## src/rtl/veririscv_hazard_ctrl.sv

```systemverilog
// Pipeline sequencer for the 5-stage core: decides per cycle which stage registers hold or
// take a bubble, covering load-use hazards, taken branches and multi-cycle EX operations.
module veririscv_hazard_ctrl #(
    parameter int RF_AW      = 5,
    parameter int MC_TIMEOUT = 64,
    parameter int CNT_W      = 16
) (
    input  logic             clk,
    input  logic             rst,
    input  logic [RF_AW-1:0] id_rs1_addr,
    input  logic [RF_AW-1:0] id_rs2_addr,
    input  logic             id_rs1_rd,
    input  logic             id_rs2_rd,
    input  logic             ex_reg_wen,
    input  logic [RF_AW-1:0] ex_reg_waddr,
    input  logic             ex_mem_read,
    input  logic             ex_branch_taken,
    input  logic             ex_mc_start,
    input  logic             mc_done,
    output logic             if_stall,
    output logic             id_stall,
    output logic             ex_stall,
    output logic             if_flush,
    output logic             id_flush,
    output logic             ex_flush,
    output logic             mc_busy,
    output logic             mc_timeout,
    output logic [CNT_W-1:0] stall_cnt
);

    localparam int TW = (MC_TIMEOUT > 2) ? $clog2(MC_TIMEOUT) : 1;
    localparam logic [0:0]    ST_RUN     = 1'b0;
    localparam logic [0:0]    ST_MC_WAIT = 1'b1;
    localparam logic [TW-1:0] TIMER_LAST = TW'(MC_TIMEOUT - 1);

    logic [0:0]       state_q, state_d;
    logic [TW-1:0]    timer_q, timer_d;
    logic [CNT_W-1:0] stall_cnt_q, stall_cnt_d;
    logic             mc_timeout_q, mc_timeout_d;

    logic in_wait_s;
    logic timeout_hit_s;
    logic mc_hold_s;
    logic lu_s;

    // Hazard detection and stall/flush arbitration (mc_hold > branch > load-use).
    always_comb begin
        in_wait_s     = (state_q == ST_MC_WAIT);
        timeout_hit_s = in_wait_s && (timer_q == TIMER_LAST);
        mc_hold_s     = ((!in_wait_s && ex_mc_start) || in_wait_s) && !mc_done && !timeout_hit_s;
        lu_s          = ex_mem_read && ex_reg_wen && (ex_reg_waddr != {RF_AW{1'b0}}) &&
                        ((id_rs1_rd && (id_rs1_addr == ex_reg_waddr)) ||
                         (id_rs2_rd && (id_rs2_addr == ex_reg_waddr)));
        if_stall = 1'b0;
        id_stall = 1'b0;
        ex_stall = 1'b0;
        if_flush = 1'b0;
        id_flush = 1'b0;
        ex_flush = 1'b0;
        mc_busy  = 1'b0;
        if (!rst) begin
            mc_busy = 1'b0;
        end else begin
            mc_busy = in_wait_s;
            if (mc_hold_s) begin
                if_stall = 1'b1;
                id_stall = 1'b1;
                ex_stall = 1'b1;
                ex_flush = 1'b1;
            end else if (ex_branch_taken && !in_wait_s) begin
                // The ID instruction is squashed, so a pending load-use is moot.
                if_flush = 1'b1;
                id_flush = 1'b1;
            end else if (lu_s) begin
                if_stall = 1'b1;
                id_stall = 1'b1;
                id_flush = 1'b1;
            end else begin
                if_stall = 1'b0;
            end
        end
    end

    // Multi-cycle FSM, timeout timer and saturating stall counter next-state.
    always_comb begin
        state_d      = state_q;
        timer_d      = timer_q;
        mc_timeout_d = timeout_hit_s;
        case (state_q)
            ST_RUN: begin
                if (ex_mc_start && !mc_done) begin
                    state_d = ST_MC_WAIT;
                    timer_d = {TW{1'b0}};
                end else begin
                    state_d = ST_RUN;
                end
            end
            ST_MC_WAIT: begin
                if (mc_done || timeout_hit_s) begin
                    state_d = ST_RUN;
                end else begin
                    timer_d = timer_q + TW'(1);
                end
            end
            default: begin
                state_d = ST_RUN;
                timer_d = {TW{1'b0}};
            end
        endcase
        if (if_stall && (stall_cnt_q != {CNT_W{1'b1}})) begin
            stall_cnt_d = stall_cnt_q + CNT_W'(1);
        end else begin
            stall_cnt_d = stall_cnt_q;
        end
    end

    // State registers with synchronous active-low reset.
    always_ff @(posedge clk) begin
        if (!rst) begin
            state_q      <= ST_RUN;
            timer_q      <= {TW{1'b0}};
            stall_cnt_q  <= {CNT_W{1'b0}};
            mc_timeout_q <= 1'b0;
        end else begin
            state_q      <= state_d;
            timer_q      <= timer_d;
            stall_cnt_q  <= stall_cnt_d;
            mc_timeout_q <= mc_timeout_d;
        end
    end

    assign mc_timeout = mc_timeout_q;
    assign stall_cnt  = stall_cnt_q;

endmodule

```

## config.mk

```make
export PLATFORM = sky130hd
export DESIGN_NAME = veririscv_hazard_ctrl
export DESIGN_NICKNAME = d
export VERILOG_FILES = /design/src/rtl/veririscv_hazard_ctrl.sv
export SDC_FILE = /design/constraint.sdc
export NUM_CORES = 1
export LEC_CHECK = 0
export ABC_AREA = 1
export BUFFER_PORTS_ARGS = -buffer_cell sky130_fd_sc_hd__clkbuf_2
export CORE_MARGIN = 3
export CORE_UTILIZATION = 25
export CTS_CLUSTER_DIAMETER = 50
export DETAILED_ROUTE_END_ITERATION = 10
export SLEW_MARGIN = 20
export SYNTH_ARGS = -nofsm -noshare
export SYNTH_HDL_FRONTEND = slang
export SYNTH_SLANG_ARGS = --single-unit
```

## constraint.sdc

```tcl
create_clock -name clk -period 2.75 [get_ports clk]
set_clock_uncertainty 0.2 [all_clocks]
set_input_delay 0.275 -clock clk [delete_from_list [all_inputs] [get_ports clk]]
set_output_delay 0.275 -clock clk [all_outputs]
set_load 0.1 [all_outputs]
```

==> summary.md, run 1 <==
| Metric | Value |
|---|---|
| Status | finished, final reports clean |
| Initial Util | 25.9% |
| Register bit total from synthesis | 24 |
| Main synth FF type | dfxtp_1 |
| Post-CTS Resized | 0 |
| VDD IR max | 177 uV |
| Via count | 1,604 |
| Synth-to-layout area growth | 20.5% |
| Fin crit share | 91.9% |
| Antenna violations before repair | 0 |
| Top cells by area, synth | dfxtp_1 29%, nand2_1 14%, nand3_1 8.8%, inv_1 7.7%, nor2_1 5.9% |
| Final Hold Viols | 0 |
| Setup TNS | 0 ps |
| RD Place Congestion | 0.797 |
| Worst stage delay on the critical path | 380 ps |
| Storage element area | 480 sq um |
| DR WL/cell | 9.75 um |
| Library cells used by synthesis | 28 |
| FF-to-FF Start | timer_q[1]$_SDFFE_PN0P_ |
| Iteration-0 DRC Markers | 124 |
| Pre-antenna DRT Iters | 4 |
| Crit start category | flop |
| Dpl hpwl | 2860 um |
| Die ar. | 0.00763 sq mm |
| Routed length on met1 | 1720 um |
| Least-Margin Pin Slew | 571 ps |
| Clk Latency, worst-skew pair | 260 ps |
| Final Net Count | 323 |
| Post-synthesis sequential area ratio | 29.0% |
| XOR/XNOR Fraction of Synth Area | 6.88% |
| Site row count | 29 |
| Final setup margin | 224 ps |
| CP Class | flop to primary output |
| Worst Hold Path Cells | 3 |
| Via density | 4.31 |
| Worst Hold Class | primary input to flop |
| Std-Cell Core Area | 0.00639 sq mm |
| Slew Limit Fails | 0 |
| Adder-cell area share of the yosys netlist | 1.51% |
| Maximum Capacitance Violations | 0 |
| Fraction of layout cells with a size suffix above 1 | 27.5% |
| RSZ-0062 raised after global routing | no |
| Multiplexer share of the synthesized area | 0% |
| Top cell type's share of synthesized area | 29.0% |
| Critical Path Slowest Stage Cell | dfxtp_1 |
| Num CTS Buffers | 3 |
| Root buf cell | clkbuf_8 |
| Min Tclk post-route | 2530 ps |
| Most common cell in the netlist | nand2_1 |
| R2r setup slk | 480 ps |
| Mapped Nets | 279 |
| Hold_sp | rst |
| Multi-input gate area in the final layout | 955 sq um |
| Synth Area in Compound Gates | 9.22% |
| Top-level I/O count | 48 |
| Area leader, netlist | dfxtp_1 |
| Mean Syn Cell Area | 6.54 sq um |
| Endpoint, Worst Hold | stall_cnt[12]$_SDFFE_PN0P_ |
| Setup bufs post-CTS | 0 |
| Crit path max fanout | 22 |
| Post-Place Worst Slack | 520 ps |
| Placed insts | 369 |
| Crit path top cell by count | nand2_2 |
| Met3 wire len | 297 um |
| Die X-Extent | 87.4 um |
| Power per standard cell area | 350 mW/mm^2 |
| CP endpoint kind | primary output |
| DRT Wirelength | 3630 um |
| Reg2Reg Capture Point | stall_cnt[3]$_SDFFE_PN0P_ |
| Clock transition at path regs | 80 ps |
| Number of synthesized flops with an enable pin | 0 |
| Worst Reg-to-Reg Cells | 11 |
| GRT Resource Usage Total | 9.97% |
| Synth cell count leaders | 60 x nand2_1, 34 x inv_1, 29 x nand3_1 |
| Slew HR | 62.1% |
| Fillers | 698 |
| ANT nets after route | 0 |
| Crit-path cells | ha_1, nand2_1, nor2_1, nand3_1, nand2_2, inv_2, nand2_4, nand2_2, buf_12 |
| First-pass GRT wire length | 6260 um |
| Antenna fix cells | 0 |
| Synth Cell Area | 0.00166 sq mm |
| Placed Area | 0.00195 sq mm |
| Cts hold-fix bufs | 0 |
| Maximum clock rate | 0.396 GHz |
| DRC Markers | 0 |
| Crit path arrival time | 2050 ps |
| Post-Layout Cell Count | 372 |
| Largest net degree at the start of global routing | 23 |
| H-tree depth | 1 |
| Die Span Y | 87.4 um |
| Req. time, crit path | 2280 ps |
| Synth Area in Simple Gates | 39.8% |
| Vias in the first global route | 1,459 |
| Yosys warnings | 0 |
| Top Layer Used | met4 |
| CTS Buffer Depth | 2 |
| Sink Count | 24 |
| Met2 wire len | 1560 um |
| Number of port buffers | 47 |
| Main combinational cell family by area after synthesis | simple AND/OR/NAND/NOR gates |
| Leak Pwr | 0.982 nW |
| Ys async rst share | 0% |
| Global route overflow | 0 |
| Final instance area | 0.00199 sq mm |
| CTS tree | yes |
| Final setup vio count | 0 |
| Mapped Cells | 253 |
==> kinds of logic (layout without fill, tap and decap cells) <==
kind of cell    count (synthesis)  in the layout
fa+ha+maj                       2              2
flops                          24             24
buf+inv                        48             90
xor+xnor                       13             13
compound gates                 24             24
simple gates                  142            142
==> worst max-delay path, delay by kind of cell, from the launching register on <==
family                     cells  cell delay (ps)
buffers and inverters          2              380
DFF                            1              380
and+or+nand+nor                6              820
adders and majority gates      1              180
==> report_power, final <==
part	total [mW]	switching, mW	internal, mW	leakage (nW)
sequential	0.353	0.00338	0.349	0.194
clock	0.208	0.111	0.0979	0.0216
combinational	0.136	0.0981	0.0376	0.767
==> cell usage in the layout (no fill, tap or decap), types with 2 or more instances in the layout <==
master    instances
buf_12            2
clkbuf_2         45
xor2_1           10
dfxtp_1          24
nor3_1            5
nand4_1           4
nand2_2          10
clkbuf_8          3
inv_1            34
xnor2_1           3
nor2_1           26
a21oi_2           9
nand2_4           2
ha_1              2
nand2_1          60
nand3_1          29
o21ai_0           4
inv_2             3
a21oi_1          10
==> registers in the layout (all words and copies together) (netlist names) <==
register    cells
mc_timeout      1
stall_cnt      16
timer_q         6
in_wait_s       1
==> per-stage QoR <==
step | util [%] | power [mW] | hold slack (ps)
5_1_grt | 31.2 | 0.737 | 188
3_3_place_gp | 30.6 | 0.496 | 264
6_report | 31.2 | 0.697 | 171
3_5_place_dp | 30.6 | 0.498 | 265
2_1_floorplan | - | 0.464 | 242
4_1_cts | 31.2 | 0.710 | 164
==> cell type report <==
type | count | share of cell area (%)
repair buffers | 48 | 13.7
multi-input cells | 181 | 47.9
clock buffers | 3 | 2.07
well taps | 77 | 4.83
inverters | 39 | 7.47
flip-flops and latches | 24 | 24.1
==> worst max path at each step <==
stage | startpoint | to | slack (ps) | cells past startpoint
2_1_floorplan | timer_q[1]$_SDFFE_PN0P_ | if_flush | 7 | 7
3_3_place_gp | timer_q[1]$_SDFFE_PN0P_ | stall_cnt[5]$_SDFFE_PN0P_ | 600 | 11
3_5_place_dp | timer_q[1]$_SDFFE_PN0P_ | stall_cnt[7]$_SDFFE_PN0P_ | 520 | 11
4_1_cts | timer_q[1]$_SDFFE_PN0P_ | if_stall | 230 | 9
5_1_grt | timer_q[1]$_SDFFE_PN0P_ | if_stall | 2 | 9
6_report | timer_q[1]$_SDFFE_PN0P_ | if_stall | 220 | 9
==> routing by layer <==
layer / GRT usage, % / vias to the layer above
met1: 13.2 / 675
met2: 15.5 / 51
met4: 4.18 / 0
met3: 2.27 / 2
li1: - / 876
met5: 0 / -
No activity file was read; power rests on OpenSTA's default activity.
==> run 2, diff against run 1 <==
==> constraint.sdc (replaced) <==
create_clock -name clk -period 2.46 [get_ports clk]
set_clock_uncertainty 0.2 [all_clocks]
set_input_delay 0.246 -clock clk [delete_from_list [all_inputs] [get_ports clk]]
set_output_delay 0.246 -clock clk [all_outputs]
set_load 0.1 [all_outputs]
==> run 2 against run 1 <==
Cell count is 0.27% higher; setup slack got worse by 37 ps; sequential share of layout area fell by 0.37 points; flip-flop and latch count did not move; global-route usage about the same; final area increased by 2.9%; register-to-register slack worse by 40 ps; die area did not move; critical path depth fell by 1; utilization up 0.90 points; first-iteration DRC count shrank 5.6%; largest power group unchanged; highest routed layer unchanged.
==> summary.md, run 2 (synthesized netlist as in run 1, its figures left out) <==
| Metric | Value |
|---|---|
| Power Total | 786 uW |
| Max FFs per register | 16 |
| GRT Resource Usage Total | 10.0% |
| Status | finished, final reports clean |
| CP endpoint kind | primary output |
| Std-Cell Core Area | 0.00639 sq mm |
| CTS tree | yes |
| Final Hold Viols | 0 |
| Fraction of layout cells with a size suffix above 1 | 30.1% |
| Fillers | 713 |
| Worst Reg-to-Reg Cells | 11 |
| RSZ-0062 raised after global routing | no |
| Top-level I/O count | 48 |
| Leak Pwr | 0.997 nW |
| Iteration-0 DRC Markers | 117 |
| H-tree depth | 1 |
| First-pass GRT wire length | 6270 um |
| Least-Margin Pin Slew | 546 ps |
| Vias in the first global route | 1,453 |
| Crit path arrival time | 1830 ps |
| CP Class | flop to primary output |
| Number of port buffers | 47 |
| Slew Limit Fails | 0 |
| DRC Markers | 0 |
| Placed insts | 369 |
| Min Tclk post-route | 2270 ps |
| Synth-to-layout area growth | 24.0% |
| Setup TNS | 0 ps |
| VDD IR max | 151 uV |
| ANT nets after route | 0 |
| Largest net degree at the start of global routing | 23 |
| Initial Util | 25.9% |
| Site row count | 29 |
| Maximum Capacitance Violations | 0 |
| Antenna fix cells | 0 |
| DRT Wirelength | 3660 um |
| Clock transition at path regs | 80 ps |
| Power per standard cell area | 383 mW/mm^2 |
| Global route overflow | 0 |
| Maximum clock rate | 0.440 GHz |
| Req. time, crit path | 2010 ps |
| Worst stage delay on the critical path | 380 ps |
| Fin crit share | 92.4% |
| CTS Buffer Depth | 2 |
| Most frequent cells in the layout | 60 x nand2_1, 41 x clkbuf_2, 34 x inv_1 |
| Commonest non-fill, non-tap cell in the layout | nand2_1 |
| Via count | 1,625 |
| R2r setup slk | 440 ps |
| Slew HR | 63.8% |
| Num CTS Buffers | 3 |
| Final core occ | 32.1% |
| Crit-path cells | ha_1, nand2_1, nor2_1, nand3_2, nand2_2, nand2_1, nor2_2, buf_4 |
| Die ar. | 0.00763 sq mm |
| Root buf cell | clkbuf_8 |
| Sink Count | 24 |
| Pre-antenna DRT Iters | 4 |
| Clk Latency, worst-skew pair | 260 ps |
| Crit path max fanout | 5 |
| Antenna violations before repair | 0 |
| Final setup vio count | 0 |
| Critical Path Slowest Stage Cell | dfxtp_1 |
| Worst Hold Path Cells | 3 |
| Die X-Extent | 87.4 um |
| DR WL/cell | 9.82 um |
| Dpl hpwl | 2880 um |
| Crit path top cell by count | nand2_1 |
| Final Net Count | 324 |
| Via density | 4.36 |
| RD Place Congestion | 0.816 |
| Die Span Y | 87.4 um |
| Worst Hold Class | primary input to flop |
| Post-Layout Cell Count | 373 |
| Crit start category | flop |
==> run 2: changes by cell type in the layout (fill, tap and decap cells not counted), moves of 2 or more <==
| cell | previous run | this run |
|---|---|---|
| dfxtp_1 | 24 | 19 |
| dfxtp_2 | 0 | 5 |
| clkbuf_2 | 45 | 41 |
| buf_4 | 1 | 3 |
| clkbuf_4 | 0 | 2 |
==> run 2: final timing paths <==
kind | start | to
setup / recovery | timer_q[1]$_SDFFE_PN0P_ | if_flush
hold / removal | rst | stall_cnt[0]$_SDFFE_PN0P_
setup reg to reg | timer_q[1]$_SDFFE_PN0P_ | stall_cnt[2]$_SDFFE_PN0P_
hold reg to reg | stall_cnt[8]$_SDFFE_PN0P_ | stall_cnt[8]$_SDFFE_PN0P_
==> run 2: power by group <==
group	internal (mW)	switching, mW	leakage, nW
Combinational	0.0486	0.111	0.779
Sequential	0.391	0.00428	0.196
Clock	0.109	0.121	0.0216
Total	0.549	0.237	0.997
==> run 2: through the flow <==
step | setup WS, ps | hold WS [ps] | instance area (sq um)
after floorplan | 19.3 | 242 | 1670
after global placement | 289 | 262 | 1980
after detailed placement | 216 | 274 | 1980
after CTS | 103 | 140 | 2030
after global routing | 22.8 | 158 | 2050
final | 187 | 147 | 2050
==> run 2: area by class of cell <==
cell class	instances	area, sq um	area share (%)
Clock buffer	3	41.3	2.01
Multi-Input combinational cell	181	976	47.6
Inverter	39	149	7.26
Timing Repair Buffer	49	303	14.8
Tap cell	77	96.3	4.70
Sequential cell	24	487	23.7
==> run 2: worst max-delay path, delay by kind of cell, from the launching register on <==
family	cells	cell delay, ps
adders and majority gates	1	180
buffers and inverters	1	290
and+or+nand+nor	6	710
DFF	1	380
==> run 2: repair_timing <==
action,4_1_cts,5_1_grt
endpoints found under the setup margin,2,6
hold buffers,0,0
pin swaps,0,1
setup buffers,0,1
gates resized for setup,1,6
==> run 2: routing by layer <==
metal	vias to the layer above	GRT usage [%]	wire, um
met5	-	0	0
met4	0	4.04	40
met3	2	1.51	215
met2	42	16.5	1680
met1	701	12.9	1730
li1	880	-	-
